<file path="src/rtl/nand_check_if.sv">
// Bus between a NAND-gate sample source and the check monitor.
// The source (master) drives the samples; the monitor (slave) reports the run status.
interface nand_check_if;
    logic       start;
    logic       smp_valid;
    logic       a;
    logic       b;
    logic       y;
    logic       busy;
    logic       done;
    logic       pass;
    logic       timeout;
    logic [7:0] vec_cnt;
    logic [7:0] err_cnt;
    logic [7:0] first_err_idx;
    logic [2:0] first_err_vec;
    logic [3:0] cov;

    modport master (
        output start, smp_valid, a, b, y,
        input  busy, done, pass, timeout, vec_cnt, err_cnt,
               first_err_idx, first_err_vec, cov
    );

    modport slave (
        input  start, smp_valid, a, b, y,
        output busy, done, pass, timeout, vec_cnt, err_cnt,
               first_err_idx, first_err_vec, cov
    );
endinterface

</file>
<file path="src/rtl/nand_check_monitor.sv">
// Checks sampled {a,b,y} triples against y = ~(a&b) over one run of NUM_VEC samples,
// tracking errors, the first failing sample, input coverage and an idle timeout.
module nand_check_monitor #(
    parameter int NUM_VEC = 4,
    parameter int TIMEOUT = 32
) (
    input  logic         clk,
    input  logic         rst_n,
    nand_check_if.slave  bus
);
    typedef enum logic [1:0] {S_IDLE, S_RUN, S_DONE} state_t;

    typedef struct packed {
        logic a;
        logic b;
        logic y;
    } smp_t;

    localparam logic [7:0] LAST_VEC  = 8'(NUM_VEC - 1);
    localparam logic [7:0] LAST_IDLE = 8'(TIMEOUT - 1);

    state_t     state, state_nxt;
    smp_t       smp;
    logic [7:0] vec_cnt, err_cnt, idle_cnt, first_err_idx;
    logic [2:0] first_err_vec;
    logic [3:0] cov;
    logic       timeout;
    logic       restart, sample, mismatch, idle_hit;

    always_comb begin
        smp      = '{a: bus.a, b: bus.b, y: bus.y};
        restart  = (state != S_RUN) && bus.start;
        sample   = (state == S_RUN) && bus.smp_valid;
        mismatch = smp.y != ~(smp.a & smp.b);
        idle_hit = (state == S_RUN) && !bus.smp_valid && (idle_cnt == LAST_IDLE);
    end

    always_ff @(posedge clk or negedge rst_n) begin
        if (!rst_n) state <= S_IDLE;
        else        state <= state_nxt;
    end

    always_comb begin
        state_nxt = state;
        case (state)
            S_IDLE:  if (bus.start) state_nxt = S_RUN;
            S_RUN: begin
                if (sample && vec_cnt == LAST_VEC) state_nxt = S_DONE;
                else if (idle_hit)                 state_nxt = S_DONE;
            end
            S_DONE:  if (bus.start) state_nxt = S_RUN;
            default: state_nxt = S_IDLE;
        endcase
    end

    always_ff @(posedge clk or negedge rst_n) begin
        if (!rst_n) begin
            vec_cnt       <= '0;
            err_cnt       <= '0;
            idle_cnt      <= '0;
            first_err_idx <= '0;
            first_err_vec <= '0;
            cov           <= '0;
            timeout       <= 1'b0;
        end else if (restart) begin
            vec_cnt       <= '0;
            err_cnt       <= '0;
            idle_cnt      <= '0;
            first_err_idx <= '0;
            first_err_vec <= '0;
            cov           <= '0;
            timeout       <= 1'b0;
        end else if (sample) begin
            vec_cnt              <= vec_cnt + 8'd1;
            idle_cnt             <= '0;
            cov[{smp.a, smp.b}] <= 1'b1;
            if (mismatch) begin
                if (err_cnt != 8'hFF) err_cnt <= err_cnt + 8'd1;
                // err_cnt never returns to zero within a run, so zero marks the first mismatch
                if (err_cnt == 8'd0) begin
                    first_err_idx <= vec_cnt;
                    first_err_vec <= smp;
                end
            end
        end else if (state == S_RUN) begin
            idle_cnt <= idle_cnt + 8'd1;
            if (idle_hit) timeout <= 1'b1;
        end
    end

    assign bus.busy          = (state == S_RUN);
    assign bus.done          = (state == S_DONE);
    assign bus.pass          = (state == S_DONE) && (err_cnt == 8'd0) && !timeout && (cov == 4'hF);
    assign bus.timeout       = timeout;
    assign bus.vec_cnt       = vec_cnt;
    assign bus.err_cnt       = err_cnt;
    assign bus.first_err_idx = first_err_idx;
    assign bus.first_err_vec = first_err_vec;
    assign bus.cov           = cov;
endmodule

</file>
<file path="src/flat_wrapper.sv">
// flat-port wrapper written by rule: the top's interface ports become plain ports
module nand_check_monitor_flat 
#(
    parameter int NUM_VEC = 4,
    parameter int TIMEOUT = 32
)
  (clk, rst_n, bus_start, bus_smp_valid, bus_a, bus_b, bus_y, bus_busy, bus_done, bus_pass, bus_timeout, bus_vec_cnt, bus_err_cnt, bus_first_err_idx, bus_first_err_vec, bus_cov);
  nand_check_if bus_i ();
  input  logic clk;
  input  logic rst_n;
  input wire logic [$bits(bus_i.start)-1:0] bus_start;
  input wire logic [$bits(bus_i.smp_valid)-1:0] bus_smp_valid;
  input wire logic [$bits(bus_i.a)-1:0] bus_a;
  input wire logic [$bits(bus_i.b)-1:0] bus_b;
  input wire logic [$bits(bus_i.y)-1:0] bus_y;
  output wire logic [$bits(bus_i.busy)-1:0] bus_busy;
  output wire logic [$bits(bus_i.done)-1:0] bus_done;
  output wire logic [$bits(bus_i.pass)-1:0] bus_pass;
  output wire logic [$bits(bus_i.timeout)-1:0] bus_timeout;
  output wire logic [$bits(bus_i.vec_cnt)-1:0] bus_vec_cnt;
  output wire logic [$bits(bus_i.err_cnt)-1:0] bus_err_cnt;
  output wire logic [$bits(bus_i.first_err_idx)-1:0] bus_first_err_idx;
  output wire logic [$bits(bus_i.first_err_vec)-1:0] bus_first_err_vec;
  output wire logic [$bits(bus_i.cov)-1:0] bus_cov;
  assign bus_i.start = bus_start;
  assign bus_i.smp_valid = bus_smp_valid;
  assign bus_i.a = bus_a;
  assign bus_i.b = bus_b;
  assign bus_i.y = bus_y;
  assign bus_busy = bus_i.busy;
  assign bus_done = bus_i.done;
  assign bus_pass = bus_i.pass;
  assign bus_timeout = bus_i.timeout;
  assign bus_vec_cnt = bus_i.vec_cnt;
  assign bus_err_cnt = bus_i.err_cnt;
  assign bus_first_err_idx = bus_i.first_err_idx;
  assign bus_first_err_vec = bus_i.first_err_vec;
  assign bus_cov = bus_i.cov;
  nand_check_monitor #(.NUM_VEC(NUM_VEC), .TIMEOUT(TIMEOUT)) u_core (.clk(clk), .rst_n(rst_n), .bus(bus_i));
endmodule
</file>
<file path="config.mk">
export PLATFORM = sky130hd
export DESIGN_NAME = nand_check_monitor_flat
export DESIGN_NICKNAME = d
export VERILOG_FILES = /design/src/rtl/nand_check_if.sv /design/src/rtl/nand_check_monitor.sv /design/src/flat_wrapper.sv
export SDC_FILE = /design/constraint.sdc
export NUM_CORES = 1
export LEC_CHECK = 0
export BUFFER_PORTS_ARGS = -buffer_cell sky130_fd_sc_hd__buf_2
export CELL_PAD_IN_SITES_DETAIL_PLACEMENT = 1
export CELL_PAD_IN_SITES_GLOBAL_PLACEMENT = 1
export CORE_UTILIZATION = 38
export DETAILED_ROUTE_END_ITERATION = 12
export GPL_TIMING_DRIVEN = 0
export PLACE_DENSITY = 0.77
export SLEW_MARGIN = 10
export SYNTH_ARGS = -nofsm -noshare
export SYNTH_HDL_FRONTEND = slang
export SYNTH_SLANG_ARGS = --single-unit
</file>
<file path="constraint.sdc">
create_clock -name clk -period 3.9 [get_ports clk]
set_input_delay 0.195 -clock clk [delete_from_list [all_inputs] [get_ports clk]]
set_output_delay 0.195 -clock clk [all_outputs]
set_load 0.01 [all_outputs]
</file>
=== Word-level counts from Yosys, hierarchy flattened ===
Index checks and enable logic that the tools add are counted.
W data, S select, Z words.

* Bitwise logic cells: 3
* Equality and inequality tests: 11
* Add/subtract/negate cells: 3
* Multiplexer cells: 29
* Reductions and logical operators: 25
* Order comparisons: 2

{| class="wikitable"
|+ Operators with widths
! kind !! count
|-
| $mux W8 || 13
|-
| $add A8 B1 Y8 const B || 3
|-
| $mux W3 || 4
|-
| $reduce_bool A2 Y1 || 6
|-
| $logic_and A1 B1 Y1 || 9
|-
| $reduce_and A3 Y1 || 3
|-
| $eq A8 B2 Y1 const B || 1
|-
| $eq A8 B5 Y1 const B || 1
|-
| $logic_not A8 Y1 || 1
|-
| $mux W4 || 2
|-
| $ne A8 B8 Y1 const B || 1
|-
| $mux W2 || 3
|-
| $ne A2 B1 Y1 const B || 3
|-
| $mux W1 || 5
|-
| $eq A4 B4 Y1 const B || 1
|-
| $or A4 B4 Y4 || 1
|-
| $pmux W2 S2 || 1
|-
| $lt A2 B3 Y1 const B || 1
|-
| $ne A3 B1 Y1 const B || 1
|-
| $reduce_bool A3 Y1 || 1
|-
| $demux W1 S2 || 1
|-
| $eq A2 B1 Y1 const B || 1
|-
| $eq A2 B2 Y1 const B || 1
|-
| $ge A2 B1 Y1 const B || 1
|-
| other kinds (7) || 8
|}

* Logic and storage cells: 81
* Flip-flop bits (word level): 42
* Output and inout port bits: 35

=== Depth between registers and ports, before layout ===
* Word-level depth: 7
* Depth in mapped cells: 7
* Mapped depth without buffers: 6

=== Worst setup path before layout ===
No wires, ideal clock.

* Path type: register -> output
* From: register u_core.err_cnt[0] (netlist: u_core.bus.err_cnt[0])
* To: output bus_pass
* Cell stages (with the launch flop): 6
* Arrival: 1.548 ns
* Slack: 2.157 ns
* Required time: 3.705 ns
* Buffers on the path: 0
* Cell sequence: dfrtp_1 -> inv_1 -> ha_1 -> nor4b_1 -> nand2_1 -> nor4_1

* Cells in the longest elaborated chain, start to end: 4

{| class="wikitable"
|+ RTL lines
! item !! line !! source
|-
| start, declared || nand_check_monitor.sv:24 || <nowiki>logic [7:0] vec_cnt, err_cnt, idle_cnt, first_err_idx;</nowiki>
|-
| start signal, assigned || nand_check_monitor.sv:78 || <nowiki>if (err_cnt != 8'hFF) err_cnt <= err_cnt + 8'd1;</nowiki>
|-
| $logic_not A8 Y1 || nand_check_monitor.sv:93 || <nowiki>assign bus.pass = (state == S_DONE) && (err_cnt == 8'd0) && !timeout && (cov == 4'hF);</nowiki>
|-
| $logic_and A1 B1 Y1 (3 in a row) || nand_check_monitor.sv:93 ||
|-
| end, declared || flat_wrapper.sv:18 || <nowiki>output wire logic [$bits(bus_i.pass)-1:0] bus_pass;</nowiki>
|}

Every way passes these cells.

=== Final worst setup path ===
Same ends and word-level chain as after synthesis.

==> impl_metrics.json <==
{
  "gp_congestion": 0.786,
  "cts_buffers": 5,
  "synth_top_area_cell": "dfrtp_1",
  "die_w_um": 75.3,
  "worst_slew_pin_slew_ns": 0.967,
  "powerDensity_mw_per_mm2": 560,
  "period_share": 0.574,
  "avgSynthCellArea_um2": 9.28,
  "finClkSkew_ns": 0.00302,
  "drt-initial-drc-count": 94,
  "hold_class": "in2async",
  "netlist_area_mm2": 0.00204,
  "yosys_warnings": 0,
  "grt_max_degree": 43,
  "synth_top_area_frac": 0.515,
  "async_flop_share": 1.00,
  "synth-seq-cells": 42,
  "relSlewSlack": 0.355,
  "clkTransAtPathRegs_ns": 0.08,
  "dr_total_vias": 1823,
  "grt_pass1_wl_mm": 8.60,
  "synth-edff-count": 0,
  "synth_area_leaders": "dfrtp_1 52%, o21ai_0 6.6%, nand2_1 6.3%, nor2_1 3.1%, a21oi_1 2.9%",
  "rows": 26,
  "utilization": 0.475,
  "cts_sinks": 42,
  "antenna_found_initial": 0,
  "die_h_um": 75.3,
  "hold_viol": 0,
  "initial_utilization": 0.397,
  "portBuffers": 41,
  "fin_nets": 279,
  "wl_per_cell_um": 15.5,
  "endpoint_kind": "output pin",
  "synth_cells": 220,
  "grt_setup_unrepaired": "no",
  "place_ws_ns": 1.88,
  "crit_arrival_ns": 2.05,
  "ys_types": 39,
  "setup_violations": 0,
  "yosys_most_used_dff": "dfrtp_1",
  "cts_tree": "yes",
  "die-area_mm2": 0.00567,
  "synth_mux_area_frac": 0,
  "io_pins": 42,
  "leakage_nw": 1.14,
  "ys_top_cells_by_count": "42 x dfrtp_1, 34 x nand2_1, 27 x o21ai_0",
  "yosysMostFrequentCell": "dfrtp_1",
  "final_cell_area_mm2": 0.00244,
  "cts_setup_buffers": 0,
  "worstSetupStartpointType": "flop",
  "clkLatencyLatePin_ns": 0.29,
  "ff2ff_path_depth": 6,
  "drv_cap": 0,
  "ctsResizeCount": 0,
  "synthXorXnorAreaFrac": 0.0258,
  "cts_root_buffer": "clkbuf_8",
  "cp.required_ns": 3.70,
  "critPathMaxFanout": 7,
  "slew_viol_final": 0,
  "place_area_mm2": 0.00233,
  "synthSimpleGateAreaFrac": 0.212,
  "period_needed_ns": 2.24,
  "drtPass1Iterations": 4,
  "finalSetupTns_ns": 0,
  "synth_fa_ha_area_frac": 0.0245,
  "synth_top_family_by_area": "simple AND/OR/NAND/NOR gates",
  "irDropWorstVdd_mv": 0.244,
  "syn-num-nets": 231,
  "grt-ovfl-total": 0,
  "synth-compound-area-share": 0.194,
  "worstSetupPathType": "reg2out",
  "viasPerCell": 5.38,
  "power_mw": 1.37,
  "grtUsageTotal": 0.203,
  "htreeDepth": 2,
  "clock_tree.buffer_depth": 2,
  "drt_wl_total_mm": 5.27,
  "area_delta_synth_final_pct": 19.7,
  "drc": 0,
  "core_area_mm2": 0.00514,
  "drive_gt1_frac": 0.197,
  "ant_nets": 0,
  "yosysSeqAreaShare": 0.515,
  "fin_ws_ns": 1.66,
  "antenna_cells": 0,
  "grt_pass1_vias": 1755,
  "dpl.hpwl_mm": 3.74,
  "cts_hold_buf": 0,
  "fmax_ghz": 0.446,
  "status": "completed"
}
## power breakdown
group	internal [mW]	leakage [nW]	switching, mW	total, mW
Combinational	0.157	0.514	0.274	0.430
Clock	0.179	0.0575	0.153	0.332
Sequential	0.520	0.568	0.0866	0.606
Total	0.855	1.14	0.513	1.37
## worst paths after layout
path,slack (ns),from,endpoint
max,1.66,u_core.bus.err_cnt[0]$_DFFE_PN0P_,bus_pass
max in group asynchronous,3.25,rst_n,u_core.idle_cnt[6]$_DFFE_PN0P_
min reg2reg,0.52,u_core.idle_cnt[4]$_DFFE_PN0P_,u_core.idle_cnt[4]$_DFFE_PN0P_
max reg2reg,1.90,u_core.bus.err_cnt[0]$_DFFE_PN0P_,u_core.bus.first_err_idx[3]$_DFFE_PN0P_
min in group clk,0.15,bus_y,u_core.bus.first_err_vec[0]$_DFFE_PN0P_
min,0.05,rst_n,u_core.bus.first_err_idx[4]$_DFFE_PN0P_
## layout make-up
cell class	count	area, µm²
Clock buffer	8	110
Buffer	6	28.8
Fill cell	631	2700
Tap cell	70	87.6
Timing Repair Buffer	41	205
Inverter	8	30.0
Multi-Input combinational cell	164	931
Sequential cell	42	1050
## through the flow
stage,std cells,hold WS [ns]
after global placement,331,0.400
after detailed placement,331,0.417
after floorplan,220,-0.101
after global routing,339,0.128
final,339,0.0511
after CTS,339,0.0910
## critical path, stage by stage (launching register included)
cell and delay (ns):
dfrtp_1 0.45, inv_1 0.08, ha_1 0.14, nor4b_1 0.36
nand2_1 0.25, nor4_1 0.29, buf_2 0.17
## flip-flops by register name, summed over array words and instances, names as in the netlist
register and count:
u_core.bus.cov 4, u_core.bus.first_err_idx 8, u_core.bus.vec_cnt 8, u_core.bus.first_err_vec 3, u_core.bus.err_cnt 8, u_core.state 2
u_core.bus.timeout 1, u_core.idle_cnt 8
## per-layer routing
metal / global-route usage / routed length, µm / vias up
li1: - / - / 895
met1: 0.279 / 2560 / 888
met2: 0.328 / 2500 / 31
met3: 0.0295 / 128 / 9
met4: 0.0720 / 87 / 0
met5: 0 / 0 / -
## cells in the final DEF (no fill, tap or decap), drive strengths merged, types with 7 or more instances in the layout
cell,instances
buf,44
dfrtp,42
nand2,34
o21ai,28
nor2,17
a21oi,12
clkbuf,11
inv,8
nand3,8
nor3,7
## cell families after synthesis
logic type / Yosys count
AOI/OAI and AO/OA: 64
and+or+nand+nor: 90
xor gates and xnor gates: 6
adders and majority gates: 4
buffers and inverters: 14
DFF: 42
No activity file was read; power rests on OpenSTA's default activity.
